===== src/rtl/s_mem_writer.sv =====
// S memory write controller: streams STP coefficients into a polynomial slot
// and zero-fills the whole memory on RST.
module s_mem_writer #(
    parameter int s_size    = 88,
    parameter int word_size = 16,
    parameter int n_slots   = 8,
    parameter int slot_len  = 11,
    localparam int AW = $clog2(s_size),
    localparam int SW = (n_slots > 1) ? $clog2(n_slots) : 1
) (
    input  logic                 clk,
    input  logic                 rst,
    input  logic                 start,
    input  logic [1:0]           instr,
    input  logic [SW-1:0]        slot,
    input  logic [3:0]           degree,
    input  logic [word_size-1:0] coef_data,
    input  logic                 coef_valid,
    output logic                 coef_ready,
    output logic                 wr_en_S,
    output logic [AW-1:0]        wr_addr_S,
    output logic [word_size-1:0] wr_data_S,
    output logic                 busy,
    output logic                 done,
    output logic                 error
);

    localparam logic [1:0] I_STP = 2'b00;
    localparam logic [1:0] I_RST = 2'b11;

    typedef enum logic [1:0] {IDLE, LOAD, CLEAR, DONE} state_e;

    state_e               state_q, state_d;
    logic [AW-1:0]        count_q, count_d;
    logic [AW-1:0]        base_q, base_d;
    logic [3:0]           last_q, last_d;
    logic                 wr_en_q, wr_en_d;
    logic [AW-1:0]        wr_addr_q, wr_addr_d;
    logic [word_size-1:0] wr_data_q, wr_data_d;
    logic                 error_q, error_d;

    logic stp_ok;
    logic hs;
    logic last_hit;
    logic clear_end;

    // Bounds are checked at 32 bits so a narrow slot field cannot wrap.
    assign stp_ok    = (32'(slot) < n_slots) && (32'(degree) < slot_len);
    assign hs        = coef_valid && coef_ready;
    assign last_hit  = (count_q == AW'(last_q));
    assign clear_end = (count_q == AW'(s_size - 1));

    always_ff @(posedge clk or negedge rst) begin
        if (!rst) begin
            state_q <= IDLE;
        end else begin
            state_q <= state_d;
        end
    end

    always_comb begin
        state_d = state_q;
        unique case (state_q)
            IDLE: begin
                if (start && instr == I_STP && stp_ok) begin
                    state_d = LOAD;
                end else if (start && instr == I_RST) begin
                    state_d = CLEAR;
                end
            end
            LOAD: begin
                if (hs && last_hit) begin
                    state_d = DONE;
                end
            end
            CLEAR: begin
                if (clear_end) begin
                    state_d = DONE;
                end
            end
            DONE: state_d = IDLE;
        endcase
    end

    always_comb begin
        coef_ready = (state_q == LOAD);
        busy       = (state_q != IDLE);
        done       = (state_q == DONE);
    end

    always_comb begin
        count_d   = count_q;
        base_d    = base_q;
        last_d    = last_q;
        wr_en_d   = 1'b0;
        wr_addr_d = wr_addr_q;
        wr_data_d = wr_data_q;
        error_d   = 1'b0;
        unique case (state_q)
            IDLE: begin
                if (start && instr == I_STP) begin
                    if (stp_ok) begin
                        base_d  = AW'(32'(slot) * slot_len);
                        last_d  = degree;
                        count_d = '0;
                    end else begin
                        error_d = 1'b1;
                    end
                end else if (start && instr == I_RST) begin
                    count_d = '0;
                end
            end
            LOAD: begin
                if (hs) begin
                    wr_en_d   = 1'b1;
                    wr_addr_d = base_q + count_q;
                    wr_data_d = coef_data;
                    count_d   = count_q + 1'b1;
                end
            end
            CLEAR: begin
                wr_en_d   = 1'b1;
                wr_addr_d = count_q;
                wr_data_d = '0;
                count_d   = count_q + 1'b1;
            end
            DONE: ;
        endcase
    end

    always_ff @(posedge clk or negedge rst) begin
        if (!rst) begin
            count_q   <= '0;
            base_q    <= '0;
            last_q    <= '0;
            wr_en_q   <= 1'b0;
            wr_addr_q <= '0;
            wr_data_q <= '0;
            error_q   <= 1'b0;
        end else begin
            count_q   <= count_d;
            base_q    <= base_d;
            last_q    <= last_d;
            wr_en_q   <= wr_en_d;
            wr_addr_q <= wr_addr_d;
            wr_data_q <= wr_data_d;
            error_q   <= error_d;
        end
    end

    assign wr_en_S   = wr_en_q;
    assign wr_addr_S = wr_addr_q;
    assign wr_data_S = wr_data_q;
    assign error     = error_q;

endmodule


===== config.mk =====
export PLATFORM = sky130hd
export DESIGN_NAME = s_mem_writer
export DESIGN_NICKNAME = d
export VERILOG_FILES = /design/src/rtl/s_mem_writer.sv
export SDC_FILE = /design/constraint.sdc
export NUM_CORES = 1
export LEC_CHECK = 0
export CAP_MARGIN = 25
export CELL_PAD_IN_SITES_DETAIL_PLACEMENT = 0
export CELL_PAD_IN_SITES_GLOBAL_PLACEMENT = 1
export CORE_MARGIN = 2
export CORE_UTILIZATION = 30
export DETAILED_ROUTE_END_ITERATION = 8
export GPL_TIMING_DRIVEN = 0
export PLACE_DENSITY = 0.66
export RECOVER_POWER = 50
export SLEW_MARGIN = 10
export SYNTH_ARGS = -nofsm -noshare
export SYNTH_HDL_FRONTEND = slang
export SYNTH_SLANG_ARGS = --single-unit

===== constraint.sdc =====
create_clock -name clk -period 3.8 [get_ports clk]
set_input_delay 0.95 -clock clk [delete_from_list [all_inputs] [get_ports clk]]
set_output_delay 0.95 -clock clk [all_outputs]
set_load 0.05 [all_outputs]

Yosys cells after proc, flatten, opt, wreduce, memory -nomap -nowiden
Cells that the tools add are included.
- add/subtract/negate cells: 2
- $mul: 1
- $lt $le $gt $ge: 1
- equal/unequal tests: 12
- multiplexer cells: 19
- reductions and logical operators: 14
- operator list (cell ; count):
    two-way mux 7 bit ; 5
    one-hot mux 16 bit (2 select lines) ; 1
    one-hot mux 7 bit (3 select lines) ; 1
    two-way mux 16 bit ; 1
    one-hot mux 7 bit (2 select lines) ; 1
    inequality test 3 bit (second input constant) ; 3
    two-way mux 2 bit ; 4
    one-hot mux 2 bit (4 select lines) ; 1
    adder 7 x 1 -> 7 bit (second input constant) ; 1
    adder 7 bit ; 1
    == test 7 x 4 -> 1 bit ; 1
    == test 7 bit (second input constant) ; 1
    multiplier 3 x 4 -> 7 bit (second input constant) ; 1
    == test 2 bit (second input constant) ; 3
    AND reduction 3 bit ; 2
    logical AND 1 bit ; 5
    zero test 2 bit ; 2
    < comparator 4 bit (second input constant) ; 1
    two-way mux 1 bit ; 4
    inequality test 2 x 1 -> 1 bit (second input constant) ; 2
    AND reduction 4 bit ; 1
    nonzero test 2 bit ; 2
    nonzero test 3 bit ; 1
    == test 2 x 1 -> 1 bit (second input constant) ; 1
    3 further kinds ; 3
- register bits: 45
- input bits: 29
- output and inout port bits: 28
- word-level logic and storage cells: 57

Logic depth before layout (Yosys ltp)
- depth after elaboration: 5
- mapped depth: 8
- gate-level depth less buffers: 7

Least setup slack after synthesis
No wires, ideal clock.
- path type: input to register
- start: in degree[1]
- end: reg state_q[0]
- library setup time: 0.125 ns
- arrival: 2.248 ns
- slack: 1.427 ns
- stages: 5
- path buffers: 0
- cells stage by stage: a21o_1 -> a2111oi_4 -> nor2_1 -> a221oi_2 -> mux2_2
- longest elaborated chain between the ends: 4
- elaborated cells on any way between the ends: 6
- classes of those cells: order compare: 1; eq/ne: 1; mux: 2; reduce/logical: 2
- ends and longest elaborated chain (element ; RTL line ; text):
    start, declared ; 16 ; input logic [3:0] degree,
    < comparator 4 bit * ; 48 ; assign stp_ok = (32'(slot) < n_slots) && (32'(degree) < slot_len);
    logical AND 1 bit * ; 65 ; if (start && instr == I_STP && stp_ok) begin
    two-way mux 2 bit or inequality test 3 bit (tied branches) ; -- ;
    one-hot mux 2 bit (4 select lines) or AND reduction 3 bit (tied branches) ; -- ;
    end signal, assigned ; 57 ; state_q <= state_d;
    end, declared ; 33 ; state_e state_q, state_d;
Every way passes the cells marked *; elsewhere a longest branch is shown, timed or not.
A chain may end at the register's enable or synchronous reset.

Worst setup path after layout
Same ends and word-level chain as after synthesis.

==> out/results.tsv <==
metric	value	unit
status	finished with violations	
failing checks	capacitance limit, slew limit	
FFs w/ async S/R, synth	100.0	%
Starting DRT DRC Count	39	
via/cell ratio	4.949	
final hold viol count	0	
area leader, netlist	dfrtp_1	
CTS tree	yes	
clock root buffer	clkbuf_8	
sw power	1302	µW
switching part of the total power	46.74	%
initial antenna violation count	0	
Port Buffers	56	
Pleak	0.001452	µW
Achievable Freq	326.2	MHz
Clk pwr share	13.6	%
Comb pwr share	57.1	%
warning count from the yosys run	0	
Antenna Cells	0	
Syn Inst Count	224	
first-pass GRT wire length	9501	µm
Syn Std Cell Area	0.002441	mm²
Final Cycle Share	80.66	%
Final Util	41.30	%
Nets	337	
post-DP HPWL	4363	µm
most common cell in the netlist	dfrtp_1	
final hold slack	0.4821	ns
postcts setup bufs	0	
CP startpoint kind	primary input	
full die area	0.008875	mm²
final worst path period need	3.065	ns
met1 wire length	2743	µm
Bufs on Longest Clock Path	2	
GRT Overall Usage	13.54	%
Worst IR Drop VDD	0.4032	mV
flops & latches, synth	45	
Reg2Reg Setup Slack	1.38	ns
clock transition at the registers of the reported paths	0.08	ns
register area share after synthesis	46.13	%
part of the power in registers	29.3	%
Synth top area share	46.13	%
P_int	1483	µW
Setup CP Type	in -> reg	
GPL Wtd Cong	0.7605	
Top FF cell, synth	dfrtp_1	
EDFF count, synth	0	
GRT overflow	0	
arrival time at the worst endpoint	3.25	ns
number of global-route vias before repair	1947	
Worst Path Required	3.98	ns
Worst Skew	0.008993	ns
Area contributors post-synth	dfrtp_1, ha_1, a22o_1, mux2_2, nand2_1	
crit path max fanout	3	
synth unique cells	40	
RSZ-0062 raised after global routing	false	
syn nets	273	
Area Growth Syn to Fin	32.09	%
DR WL met3	170	µm
post-cts resize count	0	
H-Tree Level Count	2	
Max Used Layer	met4	
routed wl met2	2670	µm
Post-synth top cells	dfrtp_1, nand2_1, ha_1	
Avg WL per Cell	14.42	µm
DRT Wirelength	5638	µm
max-capacitance violation count	1	
largest net degree at the start of global routing	32	
Sink Count	45	
antenna viol nets, final	0	
die height	94.21	µm
Top Ports	57	
Final TNS setup	0	ns
worst slack, placed	0.8030	ns
Setup crit end kind	flop	
Die W	94.21	µm
share of cells above drive strength 1	6.920	%
CTS Buf Count	5	
Slew @ Worst Pin	1.692	ns
cell row count	32	
final setup margin	0.7348	ns
first drt pass iteration count	4	
filler cell count	787	
drt drc	0	
routed vias	1935	
syn_area_per_cell	10.90	µm²
Core Region	0.007807	mm²
hold buffer count at cts	0	
Worst Hold Class	reg -> reg	
Power per Cell Area	863.7	mW/mm²
Slew Limit Fails	32	
Setup-failing EPs final	0	
clk_lat worst skew	0.30	ns
Initial Util	31.27	%
Slew HR	-12.81	%
## kinds of logic after synthesis
| group | share of synthesized area [%] |
|---|---|
| AOI/OAI and AO/OA | 18.86 |
| adders and majority gates | 10.87 |
| and+or+nand+nor | 12.56 |
| xor gates and xnor gates | 2.870 |
| muxes | 5.792 |
| buffers and inverters | 2.922 |
| DFF | 46.13 |
## power groups by stage
stage	logic [µW]	registers (µW)	clock network, µW
after global routing	1740	843	413
after global placement	1610	824	0
final	1590	815	379
after floorplan	775	1160	0
after detailed placement	1620	830	0
after CTS	1620	819	389
## through the flow
step | area, µm² | std cells | power, µW
3_5_place_dp | 3144 | 383 | 2446
3_3_place_gp | 3129 | 382 | 2433
5_1_grt | 3224 | 391 | 3000
4_1_cts | 3261 | 391 | 2833
6_report | 3224 | 391 | 2785
2_1_floorplan | 2441 | 224 | 1937
## state kept, by name, indices dropped and copies added, names as in the netlist
signal	count
base_q	7
wr_data_S	16
count_q	7
error	1
wr_addr_S	7
last_q	4
wr_en_S	1
state_q	2
## cell type report
type / instances / area (µm²) / area share [%]
Timing Repair Buffer: 57 / 558.0 / 17.31
Sequential cell: 45 / 1126 / 34.92
Tap cell: 102 / 127.6 / 3.958
Multi-Input combinational cell: 161 / 1225 / 37.99
Clock buffer: 7 / 86.33 / 2.678
Inverter: 8 / 30.03 / 0.9313
Clock inverter: 1 / 30.03 / 0.9313
Buffer: 10 / 41.29 / 1.281
## critical path, stage by stage
cell and delay [ns]:
clkdlybuf4s50_1 0.42, a21o_1 0.22, a2111oi_0 0.86, nor2_1 0.13, a221oi_2 0.29, mux2_2 0.37
## final timing paths
check,startpoint,end,cells past startpoint
hold / removal,wr_addr_S[1]$_DFFE_PN0P_,wr_addr_S[1]$_DFFE_PN0P_,2
setup / recovery,degree[1],state_q[0]$_DFFE_PN0P_,6
min in group asynchronous,rst,wr_data_S[0]$_DFFE_PN0P_,1
setup reg to reg,count_q[0]$_DFFE_PN0P_,wr_addr_S[6]$_DFFE_PN0P_,7
max in group asynchronous,rst,count_q[4]$_DFFE_PN0P_,2
hold reg to reg,wr_addr_S[1]$_DFFE_PN0P_,wr_addr_S[1]$_DFFE_PN0P_,2
## per-layer routing
layer	up-vias	track usage, %
met1	941	18.77
met2	35	21.90
met4	0	3.623
met3	4	2.247
met5	-	0
li1	955	-
## placed cells by master, fill, tap and decap left out, types with 9 or more instances in the layout
cell type / n
nand3_1: 11
a21oi_1: 10
a22o_1: 16
o21ai_0: 13
clkdlybuf4s50_1: 48
ha_1: 18
clkbuf_1: 11
dfrtp_1: 45
nand2_1: 19
mux2_2: 9
Power figures use the tool's default switching activity.
